<file path="src/rtl/seg_scan_controller.sv">
// Scans a 4-digit common-anode 7-segment display through one shared external decoder.
// Each digit gets a dark BLANK slot, then a lit SHOW slot. New values take effect only at frame boundaries.
module seg_scan_controller #(
  parameter int CLK_DIV      = 50000,
  parameter int BLANK_CYCLES = 16,
  parameter int CNT_W        = 16
) (
  input  logic        clk,
  input  logic        reset,
  input  logic        enable,
  input  logic [15:0] value,
  input  logic        load,
  input  logic        lz_blank,
  output logic [3:0]  bin,
  input  logic [6:0]  seven_in,
  output logic [6:0]  seg,
  output logic [3:0]  an,
  output logic        frame_done
);

  typedef enum logic [1:0] {IDLE, BLANK, SHOW} state_t;

  localparam logic [CNT_W-1:0] SHOW_LAST  = CNT_W'(CLK_DIV - 1);
  localparam logic [CNT_W-1:0] BLANK_LAST = CNT_W'(BLANK_CYCLES - 1);
  localparam bit               SHOW_ONE   = (CLK_DIV == 1);

  state_t           state;
  logic [1:0]       digit;
  logic [CNT_W-1:0] cnt;
  logic [15:0]      disp;
  logic [15:0]      pend;
  logic             pend_v;

  logic             boundary;
  logic             fd_next;
  logic [3:0]       an_show;

  // Leading-zero test: digit k is dark when it and every higher nibble are zero.
  function automatic logic suppressed(input logic [15:0] d, input logic [1:0] k,
                                      input logic lz);
    case (k)
      2'd3:    return lz && (d[15:12] == 4'h0);
      2'd2:    return lz && (d[15:8] == 8'h00);
      2'd1:    return lz && (d[15:4] == 12'h000);
      default: return 1'b0;
    endcase
  endfunction

  // bin follows the current digit during BLANK as well, so seg is valid at the first SHOW cycle.
  assign bin = disp[{digit, 2'b00} +: 4];

  assign boundary = enable && ((state == IDLE) ||
                    (state == SHOW && digit == 2'd3 && cnt == SHOW_LAST));

  // frame_done is registered, so it is raised one edge before the final SHOW cycle of digit 3.
  assign fd_next = enable && (digit == 2'd3) &&
                   ((!SHOW_ONE && state == SHOW && cnt == SHOW_LAST - CNT_W'(1)) ||
                    ( SHOW_ONE && state == BLANK && cnt == BLANK_LAST));

  assign an_show = suppressed(disp, digit, lz_blank) ? 4'b1111 : ~(4'b0001 << digit);

  always_ff @(posedge clk or posedge reset) begin
    if (reset) begin
      state      <= IDLE;
      digit      <= 2'd0;
      cnt        <= '0;
      an         <= 4'b1111;
      seg        <= 7'b1111111;
      frame_done <= 1'b0;
      disp       <= 16'h0000;
      pend       <= 16'h0000;
      pend_v     <= 1'b0;
    end else begin
      // A load in the boundary cycle bypasses the pending register.
      if (boundary) begin
        if (load) begin
          disp   <= value;
          pend   <= value;
          pend_v <= 1'b0;
        end else if (pend_v) begin
          disp   <= pend;
          pend_v <= 1'b0;
        end
      end else if (load) begin
        pend   <= value;
        pend_v <= 1'b1;
      end

      frame_done <= fd_next;

      if (!enable) begin
        state <= IDLE;
        digit <= 2'd0;
        cnt   <= '0;
        an    <= 4'b1111;
        seg   <= 7'b1111111;
      end else begin
        case (state)
          IDLE: begin
            state <= BLANK;
            digit <= 2'd0;
            cnt   <= '0;
            an    <= 4'b1111;
            seg   <= 7'b1111111;
          end
          BLANK: begin
            seg <= seven_in;
            if (cnt == BLANK_LAST) begin
              state <= SHOW;
              cnt   <= '0;
              an    <= an_show;
            end else begin
              cnt <= cnt + CNT_W'(1);
              an  <= 4'b1111;
            end
          end
          SHOW: begin
            seg <= seven_in;
            if (cnt == SHOW_LAST) begin
              state <= BLANK;
              digit <= digit + 2'd1;
              cnt   <= '0;
              an    <= 4'b1111;
            end else begin
              cnt <= cnt + CNT_W'(1);
              an  <= an_show;
            end
          end
          default: begin
            state <= IDLE;
            digit <= 2'd0;
            cnt   <= '0;
            an    <= 4'b1111;
            seg   <= 7'b1111111;
          end
        endcase
      end
    end
  end

endmodule

</file>
<file path="config.mk">
export PLATFORM = sky130hd
export DESIGN_NAME = seg_scan_controller
export DESIGN_NICKNAME = d
export VERILOG_FILES = /design/src/rtl/seg_scan_controller.sv
export SDC_FILE = /design/constraint.sdc
export NUM_CORES = 1
export LEC_CHECK = 0
export ABC_AREA = 1
export CORE_MARGIN = 4
export CORE_UTILIZATION = 59
export CTS_CLUSTER_SIZE = 30
export DETAILED_ROUTE_END_ITERATION = 10
export PLACE_DENSITY = 0.93
export SYNTH_ARGS = -nofsm -noshare
export SYNTH_HDL_FRONTEND = slang
export SYNTH_SLANG_ARGS = --single-unit
export TNS_END_PERCENT = 100
</file>
<file path="constraint.sdc">
create_clock -name clk -period 5.3 [get_ports clk]
set_input_delay 1.59 -clock clk [delete_from_list [all_inputs] [get_ports clk]]
set_output_delay 1.59 -clock clk [all_outputs]
set_load 0.005 [all_outputs]
</file>
==> results of run 1 <==
## area by class of cell
class / count / area [um2] / area share, %
Sequential cell: 65 / 1640 / 42.1
Multi-Input combinational cell: 284 / 1420 / 36.5
Timing Repair Buffer: 44 / 438 / 11.2
Clock buffer: 9 / 124 / 3.18
Clock inverter: 7 / 93.8 / 2.41
Inverter: 24 / 90.1 / 2.31
Tap cell: 70 / 87.6 / 2.25
## worst max-delay path, delay by kind of cell, from the launching register on
kind	cells	cell delay, ns
buf+inv	2	0.80
compound gates	3	0.42
flops	1	0.55
## logic make-up after synthesis
logic type      Yosys count  synth area share (%)
simple gates            240                  33.1
flops                    65                  50.8
buf+inv                  34                  5.30
compound gates           21                  3.41
xor+xnor                 13                  3.52
fa+ha+maj                10                  3.87
## worst paths after layout
path	from	to	slack (ns)	cells after the start
hold reg to reg	disp[3]	disp[3]	0.48	2
hold / removal	disp[3]	disp[3]	0.48	2
setup / recovery	digit[0]	bin[2]	1.60	5
min in group asynchronous	reset	cnt[2]	1.78	3
max in group asynchronous	reset	state[1]	3.02	3
setup reg to reg	digit[0]	an[2]	3.56	9
## through the flow
| stage | area [um2] | util [%] |
|---|---|---|
| floorplan | 3230 | - |
| global placement | 3680 | 70.6 |
| detailed placement | 3680 | 70.6 |
| CTS | 3890 | 74.8 |
| global route | 3890 | 74.8 |
| finish | 3890 | 74.8 |
## routing by layer
layer,global-route usage (%),wire length [um],up-vias
li1,-,-,1292
met1,31.9,3120,1240
met2,35.9,3250,86
met3,8.11,518,15
met4,11.0,144,0
met5,0,0,-
## registers in the layout (all words and copies together) (netlist names)
register,cells
digit,2
seg,7
an,4
cnt,16
frame_done,1
pend_v,1
disp,16
state,2
pend,16
## where the power goes
part / internal, mW / switching (mW)
clock: 0.264 / 0.193
combinational: 0.194 / 0.246
sequential: 0.612 / 0.0732
## layout by cell type, fill, tap and decap left out, types with 2 or more instances in the layout
master             n
nand2_1          133
dfrtp_1           54
nor2_1            45
clkdlybuf4s50_1   43
nand3_1           23
inv_1             21
o21ai_0           11
dfstp_2           11
ha_1              10
xor2_1             9
clkbuf_8           9
or2_2              8
nand2_2            5
nor2_2             5
a21oi_1            5
nor3_1             5
nand4_1            4
xnor2_1            4
nand2_4            3
o22ai_1            3
clkinv_1           2
inv_2              2
nand3_2            2
nor3b_1            2
bufinv_16          2
==> out/results.tsv, run 1 <==
stage	metric	value	unit
cells_and_area	Area Growth Syn to Fin	20.5	%
cts	CTS tree	yes	
setup_path	CP peak stage delay	0.55	ns
route	drt via density	5.23	
setup_path	Worst Path Arrival	2.11	ns
logic_synthesis	syn_nets	421	
timing	fmax	270	MHz
timing	RSZ-0062 raised after global routing	no	
timing	endpoints failing setup	0	
cts	post-cts sizing count	0	
die	Die Wd	82.0	um
pwr	Lkg Pwr	1.81	nW
logic_synthesis	Yosys top cell area share	41.8	%
timing	post-layout min period	3.70	ns
die	die area	6730	um2
timing	Pins Over Slew Limit	0	
logic_synthesis	most common cell in the netlist	nand2_1	
timing	Tcrit/Tclk final	69.9	%
setup_path	Critical Path Source Type	flop	
global_route	initial antenna violation count	0	
timing	Worst-Margin Slew	0.773	ns
setup_path	cell with the largest stage delay on the worst path	dfrtp_1	
global_route	gr ovfl total	0	
setup_path	Top cell by count, worst path	a21oi_1	
pwr	Total Power	1.58	mW
route	Pre-antenna DRT Iters	5	
logic_synthesis	sequential fraction of the synthesis area	50.8	%
placed_design	hpwl dp	5200	um
global_route	pin count of the biggest net entering global routing	66	
die	Core ar.	5200	um2
logic_synthesis	Synth Register Bits	65	
placed_design	Place WS	1.37	ns
cts	Setup Buffers After CTS	0	
timing	Final WS setup	1.60	ns
route	DR vias	2633	
pwr	maximum resistive drop on vdd	0.000248	V
logic_synthesis	Post-synth top cells	nand2_1 (133), dfrtp_1 (54), nor2_1 (45), nand3_1 (23), inv_1 (22)	
logic_synthesis	Yosys top cell by area	dfrtp_1	
cts	htree depth	3	
cells_and_area	Nets	466	
worst_hold_path	Hold Crit Class	flop to flop	
cts	maximum clock insertion buffer count	2	
timing	relative slew slack	48.5	%
die	initial core utilization	62.1	%
logic_synthesis	ys async rst share	100	%
setup_path	critical path class	flop to primary output	
setup_path	CP Max Fanout	12	
timing	Min Hold Slack	0.479	ns
route	DRT antenna net count	0	
logic_synthesis	synth warn	0	
cts	CTS Sinks	65	
setup_path	crit-path cells	inv_1 -> o21ai_0 -> a21oi_1 -> a21oi_1 -> clkdlybuf4s50_1	
logic_synthesis	Synth Cell Area	3230	um2
route	Iteration-0 DRC Markers	117	
logic_synthesis	number of enable flip-flop cells after synthesis	0	
cells_and_area	fraction of layout cells with a size suffix above 1	12.9	%
global_route	vias in the first global route	2531	
global_route	first-pass GRT wire length	11900	um
logic_synthesis	ys flop type	dfrtp_1	
setup_path	Crit. End Element	primary output	
die	die height	82.0	um
cts	Root Driver	clkbuf_8	
cells_and_area	FILL cells	358	
logic_synthesis	ranking of synthesized cells by area	dfrtp_1 (42%), nand2_1 (15%), dfstp_2 (8.9%), nor2_1 (5.2%), ha_1 (3.9%)	
die	IO Count	44	
global_route	Overall Global Routing Usage	24.1	%
placed_design	GPL Wtd Cong	0.919	
logic_synthesis	Synth cell types	34	
route	routed wire length	7030	um
logic_synthesis	Synth Instances	383	
placed_design	placed cells	487	
die	# rows	26	
cells_and_area	Finished Layout Cells	503	
cts	Num CTS Buffers	9	
cts	Hold Buf Count CTS	0	
timing	Hold Vio Cnt, Final	0	
pwr	pwr dens	406	nW/um2
route	wire per inst	14.0	um
logic_synthesis	Synth Area per Inst	8.44	um2
cells_and_area	Ant. Diodes	0	
timing	setup total negative slack	0	ns
run_status	outcome	completed	
setup_path	CP Data Required Time	3.71	ns
job	max_cap viols	0	
cts	Clock transition at path regs	0.07	ns
timing	Worst Clk Skew	0.00317	ns
placed_design	PortBufs	43	
cts	Clock Latency Late Sink	0.35	ns
route	DRC	0	
(Power assumes the default switching activity.)
==> run 2, diff against run 1 <==
--- a/config.mk
+++ b/config.mk
@@ -7,10 +7,10 @@
 export LEC_CHECK = 0
 export ABC_AREA = 1
 export CORE_MARGIN = 4
-export CORE_UTILIZATION = 59
+export CORE_UTILIZATION = 55
 export CTS_CLUSTER_SIZE = 30
 export DETAILED_ROUTE_END_ITERATION = 10
-export PLACE_DENSITY = 0.93
+export PLACE_DENSITY = 0.88
 export SYNTH_ARGS = -nofsm -noshare
 export SYNTH_HDL_FRONTEND = slang
 export SYNTH_SLANG_ARGS = --single-unit
==> constraint.sdc (replaced) <==
create_clock -name clk -period 3.88 [get_ports clk]
set_input_delay 1.164 -clock clk [delete_from_list [all_inputs] [get_ports clk]]
set_output_delay 1.164 -clock clk [all_outputs]
set_load 0.005 [all_outputs]
==> out/results.tsv, run 2 (synthesis gave the netlist of run 1 again) <==
stage	metric	value	unit
timing	fmax	307	MHz
route	wire per inst	13.0	um
placed_design	hpwl dp	4690	um
global_route	vias in the first global route	2634	
timing	Tcrit/Tclk final	83.9	%
setup_path	Top cell by count, worst path	a21oi_1	
global_route	initial antenna violation count	0	
cts	Clock Latency Late Sink	0.34	ns
setup_path	r2r worst-path depth	9	
job	max_cap viols	0	
die	Core ar.	5610	um2
cells_and_area	Nets	469	
cells_and_area	design area	3910	um2
pwr	Lkg Pwr	1.81	nW
die	die height	84.7	um
setup_path	setup slack, reg-to-reg	2.18	ns
die	IO Count	44	
setup_path	Buf/Inv on CP	2	
global_route	pin count of the biggest net entering global routing	34	
global_route	first-pass GRT wire length	11800	um
setup_path	Critical Path Source Type	flop	
timing	Worst-Margin Slew	0.406	ns
global_route	Overall Global Routing Usage	20.4	%
route	Iteration-0 DRC Markers	270	
pwr	maximum resistive drop on vdd	0.000269	V
placed_design	Post-DP Area	3700	um2
setup_path	CP Data Required Time	2.72	ns
worst_hold_path	Hold Crit Class	flop to flop	
setup_path	Worst Path Arrival	2.09	ns
setup_path	Critical Path Source	digit[0]	
setup_path	CP top delay family	buffers and inverters	
route	DRT antenna net count	0	
worst_hold_path	Worst Hold Path EP	pend[15]	
placed_design	PortBufs	43	
cts	Hold Buf Count CTS	0	
cts	CTS Sinks	65	
setup_path	CP peak stage delay	0.54	ns
pwr	pwr dens	537	nW/um2
cts	htree depth	3	
cells_and_area	commonest non-fill, non-tap cells in the layout	nand2_1 (133), dfrtp_1 (54), nor2_1 (45), clkdlybuf4s50_1 (43), nand3_1 (23)	
setup_path	critical path class	flop to primary output	
cts	Root Driver	clkbuf_8	
timing	post-layout min period	3.25	ns
timing	relative slew slack	73.0	%
setup_path	Critical R2R Capture	an[1]	
timing	setup total negative slack	0	ns
worst_hold_path	hold depth	2	
cells_and_area	Ant. Diodes	0	
route	Pre-antenna DRT Iters	5	
timing	endpoints failing setup	0	
setup_path	reg-to-reg startpoint	digit[0]	
route	DRC	0	
timing	Worst Clk Skew	0.0109	ns
setup_path	Crit. End Element	primary output	
cells_and_area	commonest non-fill, non-tap cell in the layout	nand2_1	
route	routed wire length	6630	um
placed_design	GPL Wtd Cong	0.845	
route	drt via density	5.13	
die	die area	7170	um2
setup_path	CP Max Fanout	12	
cts	Num CTS Buffers	9	
die	Die Wd	84.7	um
die	initial core utilization	57.6	%
die	# rows	27	
cts	CTS tree	yes	
cts	maximum clock insertion buffer count	2	
cells_and_area	Largest regs	cnt (16), disp (16), pend (16)	
cts	post-cts sizing count	0	
setup_path	cell with the largest stage delay on the worst path	dfrtp_1	
cells_and_area	fraction of layout cells with a size suffix above 1	13.8	%
timing	RSZ-0062 raised after global routing	no	
pwr	Total Power	2.10	mW
cts	Clock transition at path regs	0.07	ns
timing	Pins Over Slew Limit	0	
setup_path	crit-path cells	inv_1 -> o21ai_0 -> a21oi_1 -> a21oi_1 -> clkdlybuf4s50_1	
cells_and_area	FILL cells	414	
cells_and_area	Area Growth Syn to Fin	20.9	%
run_status	outcome	completed	
route	DR vias	2605	
worst_hold_path	Hold Crit Start	pend[15]	
global_route	gr ovfl total	0	
timing	Hold Vio Cnt, Final	0	
cts	Setup Buffers After CTS	0	
## run 2: cell types whose count changed in the layout (fill, tap and decap cells not counted), sizes merged
cell and delta:
buf +3, bufinv -1, clkbuf +1, clkinvlp +1, inv -1
## run 2: where the power goes
group / internal (mW) / switching, mW / total, mW
Clock: 0.315 / 0.264 / 0.579
Sequential: 0.835 / 0.0927 / 0.928
Combinational: 0.265 / 0.325 / 0.590
## run 2: worst reg2reg max path, stage by stage, from the launching register on
cell      delay (ns)
dfrtp_1         0.54
inv_1           0.25
ha_1            0.28
nor2_1          0.08
nand3b_1        0.07
nor3_1          0.14
nand2_1         0.11
nand2_1         0.07
nand2_1         0.05
nand2_1         0.05
## run 2: how the worst max path moves through the flow
stage / endpoint / slack, ns / cells after the start
floorplan: cnt[0] / 1.11 / 1
global route: bin[2] / 0.47 / 5
finish: bin[2] / 0.63 / 5
detailed placement: bin[2] / 1.03 / 5
global placement: bin[2] / 1.11 / 5
CTS: bin[2] / 0.63 / 5
## run 2: layout make-up
class / instances / area (um2) / share of cell area, %
well taps: 72 / 90.1 / 2.31
clock inverters: 6 / 67.6 / 1.73
inverters: 24 / 90.1 / 2.31
flip-flops and latches: 65 / 1640 / 42.0
repair buffers: 47 / 460 / 11.8
clock buffers: 10 / 138 / 3.52
multi-input cells: 284 / 1420 / 36.4
## run 2: layer usage
layer | share of wire [%] | up-vias | routed length, um | track usage [%]
met3 | 5.5 | 19 | 363 | 3.73
li1 | - | 1297 | - | -
met5 | 0 | - | 0 | 0
met4 | 2.6 | 0 | 170 | 11.2
met1 | 45 | 1195 | 2960 | 26.8
met2 | 47 | 94 | 3130 | 31.8
## run 2: per-stage QoR
step | util, % | setup WS, ns | hold slack (ns) | instances
3_3_place_gp | 66.0 | 1.11 | 0.457 | 492
6_report | 69.7 | 0.625 | 0.477 | 508
2_1_floorplan | - | 1.11 | 0.439 | 383
5_1_grt | 69.7 | 0.468 | 0.496 | 508
4_1_cts | 69.7 | 0.629 | 0.479 | 508
3_5_place_dp | 66.0 | 1.03 | 0.460 | 492
==> run 3, diff against run 2 <==
==> constraint.sdc (replaced) <==
create_clock -name clk -period 3.1 [get_ports clk]
set_input_delay 0.93 -clock clk [delete_from_list [all_inputs] [get_ports clk]]
set_output_delay 0.93 -clock clk [all_outputs]
set_load 0.005 [all_outputs]
==> out/results.tsv, run 3 (synthesis gave the netlist of run 1 again) <==
stage	metric	value	unit
run_status	outcome	completed	
route	wire per inst	12.7	um
setup_path	Worst Path Arrival	1.94	ns
cells_and_area	fraction of layout cells with a size suffix above 1	13.8	%
global_route	vias in the first global route	2536	
route	DRC	0	
setup_path	Top cell by count, worst path	a21oi_1	
setup_path	Critical Path Source Type	flop	
setup_path	crit-path cells	inv_1 -> o21ai_0 -> a21oi_1 -> a21oi_1 -> clkdlybuf4s50_1	
cts	Root Driver	clkbuf_8	
placed_design	placed cells	491	
cells_and_area	multi-input logic area	1420	um2
route	DRT antenna net count	0	
die	Die Wd	84.7	um
route	DR vias	2617	
timing	Tcrit/Tclk final	92.7	%
pwr	Total Power	2.54	mW
die	Core ar.	5610	um2
global_route	first-pass GRT wire length	11200	um
timing	Worst Clk Skew	0.00937	ns
cts	Clock Latency Late Sink	0.35	ns
die	die height	84.7	um
setup_path	Crit. End Element	primary output	
global_route	pin count of the biggest net entering global routing	40	
cts	CTS Sinks	65	
placed_design	Place WS	0.503	ns
die	# rows	27	
cells_and_area	design area	3890	um2
pwr	maximum resistive drop on vdd	0.000369	V
setup_path	CP Data Required Time	2.17	ns
placed_design	GPL Wtd Cong	0.894	
job	max_cap viols	0	
route	routed wire length	6430	um
timing	Pins Over Slew Limit	0	
placed_design	Post-DP Area	3710	um2
timing	RSZ-0062 raised after global routing	no	
die	initial core utilization	57.6	%
setup_path	CP Max Fanout	12	
setup_path	cell with the largest stage delay on the worst path	clkdlybuf4s50_1	
cells_and_area	commonest non-fill, non-tap cells in the layout	nand2_1 (133), dfrtp_1 (53), nor2_1 (45), clkdlybuf4s50_1 (43), nand3_1 (23)	
global_route	initial antenna violation count	0	
cells_and_area	post-layout util	69.3	%
global_route	Overall Global Routing Usage	19.6	%
cts	Num CTS Buffers	9	
pwr	Lkg Pwr	1.80	nW
setup_path	CP peak stage delay	0.53	ns
timing	Min Hold Slack	0.473	ns
timing	setup total negative slack	0	ns
cells_and_area	FILL cells	459	
cts	Clock transition at path regs	0.08	ns
route	Iteration-0 DRC Markers	173	
cells_and_area	Ant. Diodes	0	
cts	maximum clock insertion buffer count	2	
pwr	pwr dens	655	nW/um2
timing	post-layout min period	2.87	ns
timing	Hold Vio Cnt, Final	0	
cells_and_area	commonest non-fill, non-tap cell in the layout	nand2_1	
route	drt via density	5.16	
timing	endpoints failing setup	0	
timing	relative slew slack	62.5	%
placed_design	PortBufs	43	
cells_and_area	Largest regs	cnt (16), disp (16), pend (16)	
setup_path	critical path class	flop to primary output	
cts	CTS tree	yes	
die	die area	7170	um2
worst_hold_path	Hold Crit Class	flop to flop	
cells_and_area	Nets	468	
timing	fmax	348	MHz
die	IO Count	44	
timing	Worst-Margin Slew	0.561	ns
cts	Hold Buf Count CTS	0	
cells_and_area	register area	1640	um2
cells_and_area	Area Growth Syn to Fin	20.2	%
global_route	gr ovfl total	0	
cells_and_area	Finished Layout Cells	507	
route	Pre-antenna DRT Iters	4	
timing	Final WS setup	0.227	ns
placed_design	hpwl dp	4650	um
cts	htree depth	3	
==> run 3: changes by cell type in the layout (fill, tap and decap cells not counted) <==
cell / previous run / this run
inv_6: 0 / 2
buf_4: 4 / 2
dfrtp_2: 0 / 1
clkbuf_8: 10 / 9
dfrtp_1: 54 / 53
bufinv_16: 1 / 0
buf_12: 0 / 1
==> run 3: report_power, final <==
part / internal [mW] / total (mW) / switching (mW) / leakage [nW]
clock network: 0.296 / 0.640 / 0.344 / 0.0862
logic: 0.333 / 0.740 / 0.407 / 0.897
registers: 1.05 / 1.16 / 0.118 / 0.814
total: 1.67 / 2.54 / 0.869 / 1.80
==> run 3: worst paths after layout <==
path                            cells after the start      from    endpoint  slack (ns)
worst min register to register                      2   pend[4]     pend[4]        0.47
worst max-delay path                                5  digit[0]      bin[2]        0.23
max in group asynchronous                           3     reset       an[3]        1.49
worst max register to register                      6    cnt[0]     cnt[14]        1.50
min in group asynchronous                           2     reset  frame_done        0.95
worst min-delay path                                2   pend[4]     pend[4]        0.47
==> run 3: timing repair <==
action | 4_1_cts | 5_1_grt
hold endpoints to repair | 0 | 0
resized for setup | 0 | 1
endpoints found under the setup margin | 0 | 1
buffers inserted | 0 | 0
==> run 3: worst max-delay path, delay by kind of cell, from the launching register on <==
| family | cells | cell delay (ns) |
|---|---|---|
| buf+inv | 2 | 0.73 |
| flops | 1 | 0.46 |
| compound gates | 3 | 0.41 |
==> run 3: cell type report <==
cell class              count  share of cell area [%]
well taps                  72                    2.32
multi-input cells         284                    36.5
clock buffers               9                    3.19
repair buffers             46                    12.0
flip-flops and latches     65                    42.2
clock inverters             7                    1.42
inverters                  24                    2.32
==> run 3: per-layer routing <==
layer | vias up | GRT usage, % | wire [um]
li1 | 1300 | - | -
met1 | 1228 | 25.1 | 2900
met2 | 72 | 31.2 | 3020
met3 | 17 | 5.00 | 340
met4 | 0 | 9.21 | 167
met5 | - | 0 | 0
